$ cat src/rtl/dcache_pkg.sv
// Shared types and constants for the direct-mapped write-back data cache.
package dcache_pkg;

    localparam int DEF_NUM_LINES = 8;
    localparam int LINE_WORDS    = 4;
    localparam int WORD_W        = 32;
    localparam int LINE_W        = 128;
    localparam int ADDR_W        = 30;
    localparam int LADDR_W       = 28;
    localparam int IDX_W         = $clog2(DEF_NUM_LINES);
    localparam int TAG_W         = LADDR_W - IDX_W;

    typedef enum logic [1:0] {
        IDLE      = 2'd0,
        WRITEBACK = 2'd1,
        ALLOCATE  = 2'd2
    } state_e;

    // Index width for a given line count.
    function automatic int idx_width(input int num_lines);
        return $clog2(num_lines);
    endfunction

endpackage

$ cat src/rtl/dcache_line_array.sv
// Valid/dirty/tag/data storage for the cache: one combinational read port
// by index and one synchronous write port that either writes a single word
// (marking the line dirty) or fills a whole line (valid, clean).
module dcache_line_array
    import dcache_pkg::*;
#(
    parameter int NUM_LINES = 8,
    parameter int IDX_BITS  = 3,
    parameter int TAG_BITS  = 25
) (
    input  logic                clk,
    input  logic                rst_i,
    input  logic [IDX_BITS-1:0] rd_idx_i,
    output logic                rd_valid_o,
    output logic                rd_dirty_o,
    output logic [TAG_BITS-1:0] rd_tag_o,
    output logic [LINE_W-1:0]   rd_line_o,
    input  logic                wr_en_i,
    input  logic                wr_fill_i,
    input  logic [IDX_BITS-1:0] wr_idx_i,
    input  logic [1:0]          wr_off_i,
    input  logic [WORD_W-1:0]   wr_word_i,
    input  logic [TAG_BITS-1:0] wr_tag_i,
    input  logic [LINE_W-1:0]   wr_line_i
);

    logic [LINE_W-1:0]   data_q [NUM_LINES];
    logic [TAG_BITS-1:0] tag_q  [NUM_LINES];
    logic [NUM_LINES-1:0] valid_vec;
    logic [NUM_LINES-1:0] dirty_vec;

    genvar gi;
    generate
        for (gi = 0; gi < NUM_LINES; gi++) begin : g_line
            logic valid_q;
            logic dirty_q;
            logic sel;

            assign sel = wr_en_i && (wr_idx_i == IDX_BITS'(gi));

            // Per-line status bits: cleared by reset, set by fill or word write.
            always_ff @(posedge clk) begin
                if (rst_i) begin
                    valid_q <= 1'b0;
                    dirty_q <= 1'b0;
                end else if (sel) begin
                    if (wr_fill_i) begin
                        valid_q <= 1'b1;
                        dirty_q <= 1'b0;
                    end else begin
                        dirty_q <= 1'b1;
                    end
                end
            end

            assign valid_vec[gi] = valid_q;
            assign dirty_vec[gi] = dirty_q;
        end
    endgenerate

    // Tag and data storage are not reset; a cleared valid bit hides them.
    always_ff @(posedge clk) begin
        if (wr_en_i) begin
            if (wr_fill_i) begin
                data_q[wr_idx_i] <= wr_line_i;
                tag_q[wr_idx_i]  <= wr_tag_i;
            end else begin
                data_q[wr_idx_i][{wr_off_i, 5'd0} +: WORD_W] <= wr_word_i;
            end
        end
    end

    assign rd_valid_o = valid_vec[rd_idx_i];
    assign rd_dirty_o = dirty_vec[rd_idx_i];
    assign rd_tag_o   = tag_q[rd_idx_i];
    assign rd_line_o  = data_q[rd_idx_i];

endmodule

$ cat src/rtl/dcache_responder.sv
// Direct-mapped, write-back, write-allocate data cache facing the core's
// MEM stage. Hits complete with zero stall; a miss writes back a dirty
// victim, refills the line over the 128-bit port, then hits on replay.
module dcache_responder
    import dcache_pkg::*;
#(
    parameter int NUM_LINES      = DEF_NUM_LINES,
    parameter int WORDS_PER_LINE = LINE_WORDS
) (
    input  logic                clk,
    input  logic                rst,
    input  logic                proc_read,
    input  logic                proc_write,
    input  logic [ADDR_W-1:0]   proc_addr,
    input  logic [WORD_W-1:0]   proc_wdata,
    output logic [WORD_W-1:0]   proc_rdata,
    output logic                proc_stall,
    output logic                mem_read,
    output logic                mem_write,
    output logic [LADDR_W-1:0]  mem_addr,
    output logic [LINE_W-1:0]   mem_wdata,
    input  logic [LINE_W-1:0]   mem_rdata,
    input  logic                mem_ready
);

    localparam int IDX_BITS = idx_width(NUM_LINES);
    localparam int TAG_BITS = LADDR_W - IDX_BITS;

    generate
        if (NUM_LINES < 2 || (NUM_LINES & (NUM_LINES - 1)) != 0 || WORDS_PER_LINE != 4) begin : g_bad_param
            $error("dcache_responder: NUM_LINES must be a power of 2 >= 2 and WORDS_PER_LINE must be 4");
        end
    endgenerate

    state_e              state_q;
    logic                mem_read_q;
    logic                mem_write_q;
    logic [IDX_BITS-1:0] miss_idx_q;
    logic [TAG_BITS-1:0] miss_tag_q;

    logic                req;
    logic [1:0]          addr_off;
    logic [IDX_BITS-1:0] addr_idx;
    logic [TAG_BITS-1:0] addr_tag;
    logic [IDX_BITS-1:0] look_idx;
    logic                hit;

    logic                rd_valid;
    logic                rd_dirty;
    logic [TAG_BITS-1:0] rd_tag;
    logic [LINE_W-1:0]   rd_line;

    logic                arr_wr_en;
    logic                arr_wr_fill;

    assign req      = proc_read | proc_write;
    assign addr_off = proc_addr[1:0];
    assign addr_idx = proc_addr[IDX_BITS+1:2];
    assign addr_tag = proc_addr[ADDR_W-1:IDX_BITS+2];

    // While a miss is in flight the array is addressed by the latched index,
    // so the write-back and fill target the line that missed.
    assign look_idx = (state_q == IDLE) ? addr_idx : miss_idx_q;

    assign hit        = rd_valid & (rd_tag == addr_tag);
    assign proc_stall = (req & ~hit) | (state_q != IDLE);
    assign proc_rdata = rd_line[{addr_off, 5'd0} +: WORD_W];

    assign mem_read  = mem_read_q;
    assign mem_write = mem_write_q;
    assign mem_addr  = (state_q == WRITEBACK) ? {rd_tag, miss_idx_q} : {miss_tag_q, miss_idx_q};
    assign mem_wdata = rd_line;

    // Word write on an IDLE write hit (write wins over read); line fill on
    // the mem_ready edge of ALLOCATE.
    assign arr_wr_fill = (state_q == ALLOCATE);
    assign arr_wr_en   = ~rst & (((state_q == IDLE) & proc_write & hit) |
                                 ((state_q == ALLOCATE) & mem_ready));

    dcache_line_array #(
        .NUM_LINES (NUM_LINES),
        .IDX_BITS  (IDX_BITS),
        .TAG_BITS  (TAG_BITS)
    ) u_lines (
        .clk        (clk),
        .rst_i      (rst),
        .rd_idx_i   (look_idx),
        .rd_valid_o (rd_valid),
        .rd_dirty_o (rd_dirty),
        .rd_tag_o   (rd_tag),
        .rd_line_o  (rd_line),
        .wr_en_i    (arr_wr_en),
        .wr_fill_i  (arr_wr_fill),
        .wr_idx_i   (look_idx),
        .wr_off_i   (addr_off),
        .wr_word_i  (proc_wdata),
        .wr_tag_i   (miss_tag_q),
        .wr_line_i  (mem_rdata)
    );

    // Miss FSM with registered memory strobes; latches the missing line on entry.
    always_ff @(posedge clk) begin
        if (rst) begin
            state_q     <= IDLE;
            mem_read_q  <= 1'b0;
            mem_write_q <= 1'b0;
        end else begin
            case (state_q)
                IDLE: begin
                    if (req & ~hit) begin
                        miss_idx_q <= addr_idx;
                        miss_tag_q <= addr_tag;
                        if (rd_valid & rd_dirty) begin
                            state_q     <= WRITEBACK;
                            mem_write_q <= 1'b1;
                        end else begin
                            state_q    <= ALLOCATE;
                            mem_read_q <= 1'b1;
                        end
                    end
                end
                WRITEBACK: begin
                    if (mem_ready) begin
                        state_q     <= ALLOCATE;
                        mem_write_q <= 1'b0;
                        mem_read_q  <= 1'b1;
                    end
                end
                ALLOCATE: begin
                    if (mem_ready) begin
                        state_q    <= IDLE;
                        mem_read_q <= 1'b0;
                    end
                end
                default: begin
                    state_q     <= IDLE;
                    mem_read_q  <= 1'b0;
                    mem_write_q <= 1'b0;
                end
            endcase
        end
    end

endmodule

$ cat config.mk
export PLATFORM = sky130hd
export DESIGN_NAME = dcache_responder
export DESIGN_NICKNAME = d
export VERILOG_FILES = /design/src/rtl/dcache_pkg.sv /design/src/rtl/dcache_line_array.sv /design/src/rtl/dcache_responder.sv
export SDC_FILE = /design/constraint.sdc
export NUM_CORES = 1
export LEC_CHECK = 0
export BUFFER_PORTS_ARGS = -buffer_cell sky130_fd_sc_hd__buf_2
export CELL_PAD_IN_SITES_DETAIL_PLACEMENT = 2
export CELL_PAD_IN_SITES_GLOBAL_PLACEMENT = 2
export CORE_ASPECT_RATIO = 1.25
export CORE_MARGIN = 5
export CORE_UTILIZATION = 40
export CTS_CLUSTER_DIAMETER = 30
export CTS_CLUSTER_SIZE = 16
export DETAILED_ROUTE_END_ITERATION = 16
export PLACE_DENSITY_LB_ADDON = 0.1
export SLEW_MARGIN = 20
export SYNTH_ARGS = -nofsm -noshare
export SYNTH_HDL_FRONTEND = slang
export SYNTH_SLANG_ARGS = --single-unit
$ cat constraint.sdc
create_clock -name clk -period 5.28 [get_ports clk]
set_clock_uncertainty 0.1 [all_clocks]
set_input_delay 0.264 -clock clk [delete_from_list [all_inputs] [get_ports clk]]
set_output_delay 0.264 -clock clk [all_outputs]
set_load 0.02 [all_outputs]
==> results.rst <==
.. list-table::
   :header-rows: 1

   * - Metric
     - Value
   * - Shortest clock period the worst path allows after layout
     - about 5.2 ns
   * - Final worst path period share
     - between 90% and 100%
   * - Ys flop type
     - sky130_fd_sc_hd__edfxtp_1
   * - Warnings from Yosys
     - 0
   * - Placed cells
     - a little over 5000
   * - Clock tree from TritonCTS
     - yes
   * - Proportion of register bits with asynchronous set or reset after synthesis
     - 0%
   * - Number of port buffers
     - 385
   * - Power Density
     - between 400 and 500 nW/um2
   * - Status
     - complete, no violations
   * - Class of the most critical hold timing path
     - in -> reg
   * - Worst endpoint data arrival time
     - 4.81 ns
   * - Number of flops mapped to enable cells by yosys
     - between 1000 and 1500
   * - Area of the core
     - 125000 um2
   * - Number of clock sinks
     - around 1300
   * - Remaining antenna violation count after routing
     - 0
   * - Initial Util
     - between 40% and 50%
   * - DR WL/cell
     - 38.37 um
   * - Worst hold start
     - mem_rdata[81]
   * - Maximum number of pins on one net before global-route repair
     - 141
   * - Final non-filler cell total
     - just under 6000
   * - Post-detailed-route via-to-cell ratio
     - between 6 and 7
   * - Path type of the worst setup path
     - reg -> out
   * - CTS clk-pin slew, worst paths
     - approximately 0.050 ns
   * - Area of the mapped netlist
     - about 50000 um2
   * - Deepest level of the CTS H-tree
     - 5
   * - Sequential-to-total area share from yosys stat
     - about three quarters
   * - Horizontal die dimension
     - around 330 um
   * - Crit start category
     - flip-flop
   * - Crit Reg-Reg Startpoint
     - state_q[0]
   * - RD Place Congestion
     - approximately 0.86
   * - CTS buffer count
     - approximately 280
   * - Maximum buffer depth of the clock tree
     - 4
   * - Max VDD drop
     - 0.3050 mV
   * - Area after DPL
     - around 56000 um2
   * - # setup viols final
     - 0
   * - Maximum Capacitance Violations
     - 0
   * - Max-slew violation total from the final report
     - 0
   * - Vias in the first global route
     - ~39000
   * - Antenna violations before repair
     - 20
   * - Ratio of cells with drive above 1 in the final layout
     - around 28%
   * - Number of DRC violations after detailed-routing iteration 0
     - roughly 4100
   * - Total congestion overflow
     - 0
   * - Data required time of the critical path
     - roughly 5 ns
   * - Clock latency on the worst-skew pair
     - 0.87 ns
   * - Detailed placer's ending HPWL
     - about 130000 um
   * - Transition time of the tightest slew-check pin
     - between 1 and 1.5 ns
   * - Worst setup slack before clock tree synthesis
     - -0.09832 ns
   * - Standby leakage power
     - 23.27 nW
   * - Syn Nets
     - ~3300
   * - Last element of the critical path
     - proc_rdata[31]
   * - Min setup slack post-route
     - about 0.11 ns
   * - Capturing point of the worst reg2reg path
     - u_lines.data_q[5][26]
   * - Signed area change from the synthesized netlist to the final layout
     - 33.66%
   * - Synthesized area per cell
     - between 15 and 20 um2
   * - Cell row count
     - ~150
   * - Worst Setup End Kind
     - output pin
   * - Root buffer selected by CTS
     - sky130_fd_sc_hd__clkbuf_16
   * - Worst Path Max Fanout
     - between 60 and 70
   * - DR pass1 iterations
     - 5
   * - Synth Register Bits
     - 1272
   * - Overall die area
     - between 100000 and 150000 um2
   * - Ports
     - between 300 and 400
   * - Total routing usage reported by global routing
     - ~33%
   * - Total wire length after detailed routing
     - around 220000 um
   * - Slew headroom
     - between 10% and 20%
   * - Total negative slack
     - 0 ns
   * - Final routed DRC violation total
     - 0
   * - Count of cells along the worst register-to-register path
     - 17
   * - Gate count after technology mapping
     - 3147
   * - Number of nets at the end of the flow
     - approximately 4200
   * - Number of library cell types mapped by synthesis
     - 60
   * - R2R Setup Slk
     - ~0.13 ns
   * - First-pass GRT wire length
     - 309600 um
   * - DIE HEIGHT
     - just over 400 um
   * - Worst Setup SP
     - state_q[0]
   * - Final Hold Vio Count
     - 0
   * - Post-route cell area
     - roughly 67000 um2
   * - Routed vias
     - between 30000 and 40000
   * - Highest clock frequency the design can meet
     - around 190 MHz
critical path, stage by stage (launching register included):
cell	delay, ns
sky130_fd_sc_hd__dfxtp_1	0.38
sky130_fd_sc_hd__or4_1	0.63
sky130_fd_sc_hd__o31ai_4	0.13
sky130_fd_sc_hd__buf_4	0.36
sky130_fd_sc_hd__buf_16	0.34
sky130_fd_sc_hd__buf_8	0.38
sky130_fd_sc_hd__a22oi_1	0.11
sky130_fd_sc_hd__and3_1	0.23
sky130_fd_sc_hd__a31oi_2	0.49
sky130_fd_sc_hd__mux4_2	0.49
sky130_fd_sc_hd__buf_2	0.21
cell usage in the layout, fill, tap and decap left out, types with 70 or more instances in the layout:
cell                            Yosys  layout
sky130_fd_sc_hd__nand2_1          181     181
sky130_fd_sc_hd__mux2i_1          132     132
sky130_fd_sc_hd__a31oi_1          129     105
sky130_fd_sc_hd__o22ai_1           72      70
sky130_fd_sc_hd__and3_1           138     134
sky130_fd_sc_hd__inv_1            133     133
sky130_fd_sc_hd__edfxtp_1        1252    1252
sky130_fd_sc_hd__clkbuf_16          0     286
sky130_fd_sc_hd__buf_2             19     385
sky130_fd_sc_hd__a22oi_1          517     517
sky130_fd_sc_hd__dlygate4sd3_1      0     162
sky130_fd_sc_hd__buf_4              2     179
state kept, by name, summed over array words and instances (netlist names):
signal,flops
u_lines.tag_q,200
u_lines.g_line.valid_q,8
state_q,2
u_lines.g_line.dirty_q,8
mem_write,1
u_lines.data_q,1024
miss_tag_q,25
mem_read,1
miss_idx_q,3
timing repair:
action / CTS / global route
buffers inserted: 2 / 1
gates resized for setup: 27 / 23
gates cloned: 2 / 0
pin swaps: 1 / 0
endpoints found under the hold margin: 1009 / 0
hold buffers: 162 / 0
endpoints found under the setup margin: 805 / 60
worst min path at each step:
stage | to | cells past startpoint
after floorplan | miss_idx_q[0] | 0
after global placement | u_lines.g_line[0].valid_q | 2
after detailed placement | u_lines.g_line[6].valid_q | 1
after CTS | u_lines.data_q[5][59] | 3
after global routing | u_lines.data_q[2][104] | 4
final | u_lines.data_q[3][81] | 4
metrics by stage:
stage | hold WS [ns] | util [%] | power [mW]
6_report | 0.03622 | 53.83 | 31.73
3_3_place_gp | 0.3505 | 44.92 | 14.39
2_1_floorplan | 0.2629 | - | 12.81
5_1_grt | 0.01974 | 53.82 | 32.59
3_5_place_dp | 0.3650 | 44.96 | 14.48
4_1_cts | 0.002788 | 53.72 | 31.82
cells by family after synthesis:
logic type | Yosys count | share of synthesized area [%]
xor+xnor | 29 | 0.5045
simple gates | 458 | 4.585
mux | 165 | 4.078
compound gates | 862 | 12.01
buf+inv | 356 | 3.223
flops | 1272 | 75.47
fa+ha+maj | 5 | 0.1243
layout make-up:
class	count	area (um2)
Tap cell	1617	2023
Clock inverter	151	1773
Clock buffer	322	7312
Antenna cell	5	12.51
Inverter	133	499.2
Sequential cell	1272	38000
Fill cell	11030	57710
Multi-Input combinational cell	1519	11480
Timing Repair Buffer	793	6193
synth_stat cells, types with 46 or more instances:
| cell | count | area (um2) |
|---|---|---|
| sky130_fd_sc_hd__nor2_1 | 46 | 172.7 |
| sky130_fd_sc_hd__a21oi_1 | 46 | 230.2 |
| sky130_fd_sc_hd__o21ai_0 | 50 | 250.2 |
| sky130_fd_sc_hd__and3_1 | 138 | 863.3 |
| sky130_fd_sc_hd__clkbuf_1 | 163 | 611.8 |
| sky130_fd_sc_hd__o22ai_1 | 72 | 450.4 |
| sky130_fd_sc_hd__nand2_1 | 181 | 679.4 |
| sky130_fd_sc_hd__inv_1 | 133 | 499.2 |
| sky130_fd_sc_hd__edfxtp_1 | 1252 | 37600 |
| sky130_fd_sc_hd__mux2i_1 | 132 | 1321 |
| sky130_fd_sc_hd__a31oi_1 | 129 | 807.0 |
| sky130_fd_sc_hd__a22oi_1 | 517 | 3881 |
layer usage:
metal	track usage [%]	part of all wire (%)	vias to the layer above
met4	18.47	6.3	8
met1	39.72	37	19090
met2	54.56	48	1997
li1	-	-	14440
met3	8.205	8.7	497
met5	0	0.023	-
power breakdown:
part / internal, mW / switching (mW)
logic: 0.968 / 2.34
registers: 11.2 / 0.0504
clock network: 11.7 / 5.51
Power figures use the tool's default switching activity.
